--- src/rtl/lcd_cmd_arbiter.sv ---
// Two-requester round-robin arbiter that issues one command at a time to an LCD
// controller and waits for its busy handshake, with a timeout if busy never rises.
module lcd_cmd_arbiter #(
    parameter int ACK_TIMEOUT = 15
) (
    input  logic       clk,
    input  logic       rst,
    input  logic [1:0] req,
    input  logic [9:0] cmd0,
    input  logic [9:0] cmd1,
    output logic [1:0] ack,
    output logic       err,
    input  logic       lcd_busy,
    output logic       lcd_enable,
    output logic [9:0] lcd_bus,
    output logic       grant
);

    // state   | meaning
    // IDLE    | arbitrate when the controller is not busy
    // ISSUE   | lcd_enable high for this one cycle
    // WAIT_HI | wait for lcd_busy to rise, counting towards the timeout
    // WAIT_LO | wait for lcd_busy to fall, then acknowledge
    typedef enum logic [1:0] {
        IDLE    = 2'd0,
        ISSUE   = 2'd1,
        WAIT_HI = 2'd2,
        WAIT_LO = 2'd3
    } state_t;

    localparam int CW = (ACK_TIMEOUT < 1) ? 1 : $clog2(ACK_TIMEOUT + 1);
    localparam logic [CW:0] TIMEOUT_VAL = (CW + 1)'(ACK_TIMEOUT);

    state_t        state_q;
    logic [1:0]    ack_q;
    logic          err_q;
    logic          en_q;
    logic [9:0]    bus_q;
    logic          grant_q;
    logic          last_q;
    logic [CW-1:0] cnt_q;

    logic          pick_d;
    logic [CW:0]   cnt_inc;
    logic [CW-1:0] cnt_d;

    // On a tie the requester that was not served last wins.
    always_comb begin
        pick_d = req[1];
        if (req == 2'b11) begin
            pick_d = ~last_q;
        end
    end

    assign cnt_inc = {1'b0, cnt_q} + {{CW{1'b0}}, 1'b1};
    assign cnt_d   = (cnt_q == {CW{1'b1}}) ? cnt_q : cnt_inc[CW-1:0];

    always_ff @(posedge clk) begin
        if (rst) begin
            state_q <= IDLE;
            ack_q   <= 2'b00;
            err_q   <= 1'b0;
            en_q    <= 1'b0;
            bus_q   <= 10'd0;
            grant_q <= 1'b0;
            last_q  <= 1'b1;
            cnt_q   <= '0;
        end else begin
            ack_q <= 2'b00;
            err_q <= 1'b0;
            en_q  <= 1'b0;
            case (state_q)
                IDLE: begin
                    if ((req != 2'b00) && !lcd_busy) begin
                        grant_q <= pick_d;
                        bus_q   <= pick_d ? cmd1 : cmd0;
                        en_q    <= 1'b1;
                        state_q <= ISSUE;
                    end
                end
                ISSUE: begin
                    cnt_q   <= '0;
                    state_q <= WAIT_HI;
                end
                WAIT_HI: begin
                    if (lcd_busy) begin
                        state_q <= WAIT_LO;
                    end else begin
                        cnt_q <= cnt_d;
                        if (cnt_inc == TIMEOUT_VAL) begin
                            ack_q   <= grant_q ? 2'b10 : 2'b01;
                            err_q   <= 1'b1;
                            last_q  <= grant_q;
                            state_q <= IDLE;
                        end
                    end
                end
                WAIT_LO: begin
                    if (!lcd_busy) begin
                        ack_q   <= grant_q ? 2'b10 : 2'b01;
                        last_q  <= grant_q;
                        state_q <= IDLE;
                    end
                end
                default: state_q <= IDLE;
            endcase
        end
    end

    assign ack        = ack_q;
    assign err        = err_q;
    assign lcd_enable = en_q;
    assign lcd_bus    = bus_q;
    assign grant      = grant_q;

endmodule
--- config.mk ---
export PLATFORM = sky130hd
export DESIGN_NAME = lcd_cmd_arbiter
export DESIGN_NICKNAME = d
export VERILOG_FILES = /design/src/rtl/lcd_cmd_arbiter.sv
export SDC_FILE = /design/constraint.sdc
export NUM_CORES = 1
export LEC_CHECK = 0
export CORE_MARGIN = 1
export CORE_UTILIZATION = 44
export DETAILED_ROUTE_END_ITERATION = 12
export PLACE_DENSITY = 0.77
export SLEW_MARGIN = 20
export SYNTH_ARGS = -nofsm -noshare
export SYNTH_HDL_FRONTEND = slang
export SYNTH_SLANG_ARGS = --single-unit
--- constraint.sdc ---
create_clock -name clk -period 1.8 [get_ports clk]
set_input_delay 0.36 -clock clk [delete_from_list [all_inputs] [get_ports clk]]
set_output_delay 0.36 -clock clk [all_outputs]
set_load 0.05 [all_outputs]
==> metrics.txt, run 1 <==
Met2 Wirelength 1080 um; post-synthesis cell count 114; nets 180; Placed Cells 178; Max clock buf depth 2; Worst Hold End lcd_bus[7]; CP most frequent cell nand3_1; maxcap violations 0; Area Overhead vs Synth 33.7%; row count 18; first-pass GRT wire length 3420 um; Syn. warnings 0; Core ar. 2480 um^2; reg-to-reg endpoint cnt_q[1]; sequential share of the synthesized area a little under two fifths; H-tree levels 1; drt initial violations 5; slowest CP cell dfxtp_1; initial antenna violation count 0; largest net degree at the start of global routing 22; Cell variety after synth 33; Overall Power 1140 uW; CTS buffer count 3; Die W roughly 53 um; cells along the critical path ha_1 -> nand3_1 -> nand3_1 -> mux2_2 -> nor2_1; DR top layer met4; Seq cells post-synth 22; vias per inst just over 5; synth top area cells dfxtp_1 (38%), a211oi_2 (11%), mux2i_1 (10%); DP Wirelength ~1700 um; Hold Path Cell Cnt 2; fin cells 182; synthesized cell area roughly 1200 um^2; later-pin clock latency in the skew report around 0.31 ns; GP Congestion 0.768; ratio of cells with drive above 1 in the final layout 28.3%; outcome finished, final reports clean; Post-DRT Antenna Nets 0; min Tclk post-route 1.49 ns; global route overflow 0; min-delay src lcd_bus[7]; GRT Overall Usage 17.0%; RSZ-0062 raised after global routing no; Least-Margin Pin Slew 0.335 ns; largest area contributor in the netlist dfxtp_1; fmax 672 MHz; power per cell area 742 nW/um^2; input/output buffers 39; Clock Skews between 0.004 and 0.005 ns; worst r2r src cnt_q[1]; setup TNS 0 ns; root buf cell clkbuf_4; wirelength, routed 2210 um; met3 wire length 184 um; I/O pin cnt 40; family with the most delay on the worst path flip-flops; Final period util approximately 83%; Routed WL per cell 12.1 um; Req. time, crit path 2.06 ns; worst setup path category reg2reg; Leak 0.000585 uW; syn avg cell area between 10 and 15 um^2; # setup viols final 0; wire length on met1 905 um; Starting Density 46.5%; antenna fix cells 0; DR vias around 940; CTS tree built; drc violations 0; Worst VDD drop between 0.0004 and 0.0005 V; max-slew violations 0; Synth top area share 38.3%; worst-path fanout max 6; vias in the first global route 870; crit end category register; # hold bufs at CTS 0; Die Y-Extent 53.2 um; largest stage delay on the critical path ~0.46 ns; cts repair resizes 0; clock slew at reported path FFs around 0.12 ns; HP Class reg2reg; worst path bufs/invs 0; FF-to-FF setup slack 0.31 ns; Setup Fix Bufs, Post-CTS 0; first drt pass iteration count 4; crit path launch type register; CP arrival between 1.5 and 2 ns; Max-slew headroom 77.1%; Final Hold Fails 0; reg2reg path depth 5; clock sink total 22; area of the die roughly 2800 um^2; syn_nets roughly 140
## power breakdown
group	switching, uW	internal [uW]	leakage, uW
clock	151	124	0.0000210
combinational	180	144	0.000384
sequential	25.7	518	0.000180
## synthesized netlist by cell type (all sizes together)
| library cell | number |
|---|---|
| a2111oi | 1 |
| a211oi | 10 |
| a21boi | 2 |
| a21oi | 2 |
| a41oi | 1 |
| and2 | 1 |
| and3 | 2 |
| and3b | 1 |
| and4b | 1 |
| buf | 6 |
| clkbuf | 2 |
| dfxtp | 22 |
| ha | 2 |
| inv | 3 |
| mux2 | 3 |
| mux2i | 12 |
| nand2 | 8 |
| nand2b | 1 |
| nand3 | 2 |
| nand4 | 1 |
| nor2 | 23 |
| nor3 | 1 |
| nor4 | 2 |
| o2111ai | 1 |
| o21ai | 1 |
| o22ai | 1 |
| or2b | 1 |
| or4 | 1 |
## state kept, by name, indices dropped and copies added (netlist names)
signal and cells:
lcd_bus 10, cnt_q 4, ack 2, state_q 2
err 1, grant 1, last_q 1, lcd_enable 1
## placed cells by master (no fill, tap or decap), types with 2 or more instances in the layout
cell / count
inv_1: 3
clkdlybuf4s50_1: 24
and3_1: 2
a211oi_2: 10
buf_4: 16
nor2_1: 22
nand3_1: 2
a21boi_2: 2
nand2_1: 8
ha_1: 2
clkbuf_4: 3
mux2i_1: 12
mux2_2: 3
dfxtp_1: 22
buf_12: 2
## final cells by class
| cell class | count | area (um^2) |
|---|---|---|
| repair buffers | 42 | 400 |
| well taps | 30 | 37.5 |
| multi-input cells | 81 | 613 |
| inverters | 3 | 11.3 |
| clock buffers | 4 | 36.3 |
| fillers | 218 | 938 |
| flip-flops and latches | 22 | 440 |
## stage by stage
step                worst slack (ns)  hold slack (ns)  utilization (%)  instance area [um^2]
finish                         0.311            0.533             62.1                  1540
floorplan                      0.480            0.499                -                  1150
global route                   0.177            0.563             62.1                  1540
global placement              0.0938            0.511             60.7                  1500
CTS                            0.293            0.535             62.1                  1540
detailed placement            0.0314            0.515             60.7                  1500
## metal layers
layer  vias up  global-route usage, %
met3         6                   2.87
li1        476                      -
met1       427                   17.1
met4         0                   9.65
met2        34                   32.3
met5         -                      0
## worst max-delay path by stage
stage / from / to / slack [ns] / cells after the start
floorplan: cnt_q[0] / cnt_q[0] / 0.48 / 5
global placement: lcd_busy / grant / 0.09 / 5
detailed placement: lcd_busy / cnt_q[2] / 0.03 / 4
CTS: cnt_q[0] / cnt_q[1] / 0.29 / 5
global route: cnt_q[0] / cnt_q[1] / 0.18 / 5
finish: cnt_q[1] / cnt_q[1] / 0.31 / 5
## cell families (layout without fill, tap and decap cells)
| logic type | Yosys count | after routing | share of synthesized area [%] |
|---|---|---|---|
| buffers and inverters | 11 | 49 | 8.48 |
| multiplexers | 15 | 15 | 13.4 |
| AND/OR/NAND/NOR | 45 | 45 | 19.9 |
| AO/OA/AOI/OAI | 19 | 19 | 17.8 |
| adder cells (fa/ha/maj) | 2 | 2 | 2.17 |
| flip-flops | 22 | 22 | 38.3 |
## worst reg2reg max path, stage by stage (launching register included)
cell	delay, ns
dfxtp_1	0.46
ha_1	0.29
nand3_1	0.12
nand3_1	0.14
mux2_2	0.34
nor2_1	0.08
Note: power is estimated with default switching activity, not from simulation.
==> run 2, diff against run 1 <==
Clock period 1.8 ns to 1.5 ns, I/O delays scaled along.
==> run 2 against run 1 <==
First-iteration DRC count is 80% higher. Fmax up 6.4%. Die area unchanged. Sequential share of layout area shrank 3.8 points. Utilization up 10 points. Largest power group unchanged. Wire length grew 23%. Hold slack gained 0.019 ns. Via count grew 7.7%. Largest cell class is now buffers. Critical endpoint is now cnt_q[0]. Count of clock-buffer cells in the layout unchanged. Highest routed layer unchanged.
==> metrics.txt, run 2 (same netlist as run 1, synthesis figures left out) <==
Area Overhead vs Synth 55.8%; wirelength, routed roughly 2700 um; area of the die 2820 um^2; global route overflow 0; Core ar. 2480 um^2; worst path bufs/invs 0; drc violations 0; antenna fix cells 0; slowest CP cell dfxtp_2; Overall Power 1490 uW; total area of sequential cells about 440 um^2; max-slew violations 0; RSZ-0062 raised after global routing no; multi-input gate area in the final layout between 600 and 700 um^2; Req. time, crit path 1.75 ns; min-delay src last_q; number of fillers in the final layout ~180; clock sink total 22; Max clock buf depth 2; drt initial violations 9; clock slew at reported path FFs 0.12 ns; crit end category register; input/output buffers 39; ratio of cells with drive above 1 in the final layout 34.6%; Placed Cells 185; wire length on met1 1070 um; family with the most delay on the worst path flip-flops; vias in the first global route 1002; H-tree levels 1; Leak 0.000666 uW; Worst Hold End last_q; fin cells ~190; largest stage delay on the critical path 0.41 ns; Max-slew headroom 75.1%; min Tclk post-route 1.40 ns; vias per inst 5.38; fmax 715 MHz; worst r2r src cnt_q[0]; setup TNS 0 ns; CP arrival 1.65 ns; # setup viols final 0; leading cell types in the layout, fill and taps excluded clkdlybuf4s50_1 (24), nor2_1 (22), dfxtp_1 (19); Least-Margin Pin Slew roughly 0.37 ns; FF-to-FF setup slack 0.10 ns; DR vias approximately 1000; Setup Fix Bufs, Post-CTS 0; worst-path fanout max 7; Worst VDD drop 0.000667 V; later-pin clock latency in the skew report around 0.30 ns; I/O pin cnt 40; Starting Density between 40% and 50%; Post-DRT Antenna Nets 0; initial antenna violation count 0; Met2 Wirelength 1420 um; worst setup path category reg2reg; Die Y-Extent approximately 53 um; Hold Path Cell Cnt 2; reg2reg path depth 5; row count 18; Clock Skews a little under 0.0009 ns; GRT Overall Usage 20.7%; reg-to-reg endpoint cnt_q[0]; CTS tree built; largest net degree at the start of global routing 21; final hold slack 0.552 ns; Worst Setup SP cnt_q[0]; Final Hold Fails 0; cells along the critical path ha_2 -> nand3_1 -> nand3_1 -> mux2_2 -> nor2_1; Largest register FFs 10; CTS buffer count 3; outcome finished, final reports clean; crit path launch type register; first drt pass iteration count 4; Final period util 93.3%; cts repair resizes 1; GP Congestion approximately 0.88; nets 187; DR top layer met4; power per cell area 828 nW/um^2; DP Wirelength 2100 um; Die W 53.2 um; # hold bufs at CTS 0; CP most frequent cell nand3_1; met3 wire length 191 um; root buf cell clkbuf_4; first-pass GRT wire length 4260 um; HP Class reg2reg; maxcap violations 0; Routed WL per cell 14.4 um; most common cell after layout, fill and taps aside clkdlybuf4s50_1
[run 2: area by class of cell]
cell class	instances	area share [%]
well taps	30	2.09
clock buffers	4	2.02
flip-flops and latches	22	24.8
repair buffers	49	35.7
inverters	3	0.628
multi-input cells	81	34.8
[run 2: per-layer routing]
metal / global-route usage (%) / vias to the layer above
met5: 0 / -
met4: 6.58 / 0
met3: 6.03 / 6
met2: 39.7 / 34
met1: 21.1 / 481
li1: - / 495
[run 2: worst max-delay path by stage]
stage	cells after the start	slack (ns)	endpoint
floorplan	5	0.18	cnt_q[0]
global placement	5	-0.16	grant
detailed placement	5	-0.20	grant
CTS	5	0.03	cnt_q[1]
global route	5	0.02	state_q[1]
finish	5	0.10	cnt_q[0]
[run 2: stage by stage]
stage / utilization, % / worst slack [ns] / area (um^2)
detailed placement: 70.4 / -0.201 / 1740
floorplan: - / 0.180 / 1150
global placement: 70.4 / -0.157 / 1740
global route: 72.4 / 0.0224 / 1790
CTS: 71.9 / 0.0306 / 1780
finish: 72.4 / 0.101 / 1790
[run 2: worst reg2reg max path, delay by kind of cell (launching register included)]
family                   cells  cell delay (ns)
adder cells (fa/ha/maj)      1             0.27
flip-flops                   1             0.41
multiplexers                 1             0.34
AND/OR/NAND/NOR              3             0.32
[run 2: power by group]
part	total (uW)	switching, uW	internal [uW]	leakage [uW]
sequential	670	48.2	622	0.000182
combinational	495	232	263	0.000463
clock	320	172	148	0.0000210
total	1490	452	1030	0.000666
==> run 3, diff against run 2 <==
Settings changed: CORE_UTILIZATION 44 to 45, CTS_BUF_LIST from default to sky130_fd_sc_hd__clkbuf_8, PLACE_DENSITY 0.77 to 0.79, RECOVER_POWER from default to 100.
Clock period 1.5 ns to 1.7 ns, I/O delays scaled along.
==> run 3 against run 2 <==
Cell count is 3.7% lower. Total power down 16%. Non-clock buffer count shrank 5. First-iteration DRC count fell by 33%. Die area decreased by 2.2%. Hold slack worse by 0.046 ns. Clock skew rose by 0.0050 ns. Flip-flop and latch count unchanged. Sequential share of layout area grew 4.8 points.
==> metrics.txt, run 3 (same netlist as run 1, synthesis figures left out) <==
outcome finished, final reports clean; # setup viols final 0; Area Overhead vs Synth 29.5%; Clock Skews 0.00585 ns; Internal 883 uW; CTS tree built; clock sink total 22; min Tclk post-route 1.52 ns; worst setup path category reg2reg; root buf cell clkbuf_8; Req. time, crit path 1.89 ns; Die Y-Extent 52.6 um; most common cell after layout, fill and taps aside clkdlybuf4s50_1; clock slew at reported path FFs 0.08 ns; Reg power frac a little under half; later-pin clock latency in the skew report 0.26 ns; Post-DRT Antenna Nets 0; fin area 1490 um^2; cts repair resizes 0; I/O pin cnt 40; wirelength, routed 2360 um; number of fillers in the final layout 214; vias in the first global route 892; # hold bufs at CTS 0; Starting Density 49.6%; max-slew violations 0; largest net degree at the start of global routing 21; Largest register FFs 10; Final Hold Fails 0; Clk pwr share 28.8%; initial antenna violation count 0; Leak 0.000536 uW; Net Sw Frac between 20% and 30%; Max-slew headroom 59.4%; GP Congestion 0.758; area of the die 2760 um^2; worst-path fanout max 7; Final period util between 80 and 90%; leading cell types in the layout, fill and taps excluded clkdlybuf4s50_1 (24), nor2_1 (22), dfxtp_1 (22); H-tree levels 1; drt initial violations 6; Core ar. around 2300 um^2; power per cell area 840 nW/um^2; antenna fix cells 0; maxcap violations 0; input/output buffers 39; HP Class reg2reg; Logic pwr share 25.3%; nets 182; Sw Pwr 369 uW; crit end category register; vias per inst 5.22; Max clock buf depth 2; Setup Fix Bufs, Post-CTS 0; CTS buffer count 3; global route overflow 0; fmax around 660 MHz; DP Area 1520 um^2; RSZ-0062 raised after global routing no; Overall Power approximately 1300 uW; first-pass GRT wire length 3630 um; Worst VDD drop 0.000531 V; ratio of cells with drive above 1 in the final layout 16.2%; DR vias 950; crit path launch type register; CP arrival 1.72 ns; drc violations 0; DP Wirelength 1770 um; Die W 52.6 um; first drt pass iteration count 4; Least-Margin Pin Slew 0.612 ns; GRT Overall Usage 17.5%; Routed WL per cell around 13 um; row count 17
## run 3: cell count changes in the layout (fill, tap and decap cells not counted), moves of 3 or more
cell | before | now
a211oi_1 | 0 | 4
a211oi_2 | 10 | 6
buf_12 | 17 | 2
buf_4 | 8 | 3
clkbuf_1 | 0 | 15
clkbuf_4 | 3 | 0
clkbuf_8 | 1 | 4
dfxtp_1 | 19 | 22
dfxtp_2 | 3 | 0
## run 3: routing by layer
metal  share of wire (%)  global-route usage, %  wire [um]  vias up
li1                    -                      -          -      480
met1                  44                   20.0       1050      432
met2                  48                   32.9       1140       36
met3                 6.6                   2.61        155        2
met4                0.51                   5.26         12        0
met5                   0                      0          0        -
## run 3: critical path: stages (launching register included)
cell and delay [ns]:
dfxtp_1 0.37, ha_1 0.28, inv_1 0.12, o2111ai_2 0.14, a21oi_1 0.34, mux2i_1 0.21
## run 3: final timing paths
kind / from / end / slack, ns / depth (start not counted)
min: lcd_bus[0] / lcd_bus[0] / 0.51 / 2
max: cnt_q[0] / last_q / 0.18 / 5
max reg2reg: cnt_q[0] / last_q / 0.18 / 5
min reg2reg: lcd_bus[0] / lcd_bus[0] / 0.51 / 2
## run 3: stage by stage
step / utilization (%) / hold slack, ns / setup WS [ns] / instances / setup TNS [ns]
floorplan: - / 0.487 / 0.380 / 114 / 0
global placement: 65.4 / 0.508 / -0.00643 / 178 / -0.0310
detailed placement: 65.4 / 0.517 / -0.0460 / 178 / -0.300
CTS: 67.7 / 0.528 / 0.175 / 182 / 0
global route: 64.3 / 0.534 / 0.0988 / 182 / 0
finish: 64.3 / 0.506 / 0.176 / 182 / 0
## run 3: power groups by stage
stage                     sequential [uW]  combinational, uW  clock [uW]
after floorplan                       669                151           0
after global placement                586                343           0
after detailed placement              588                350           0
after CTS                             576                352         373
after global routing                  581                336         394
final                                 575                316         360
## run 3: final cells by class
type / count / area (um^2) / share of cell area, %
multi-input combinational: 81 / 589 / 39.5
sequential: 22 / 440 / 29.6
timing repair buffer: 44 / 359 / 24.1
clock buffer: 4 / 55.1 / 3.69
tap: 28 / 35.0 / 2.35
inverter: 3 / 11.3 / 0.756
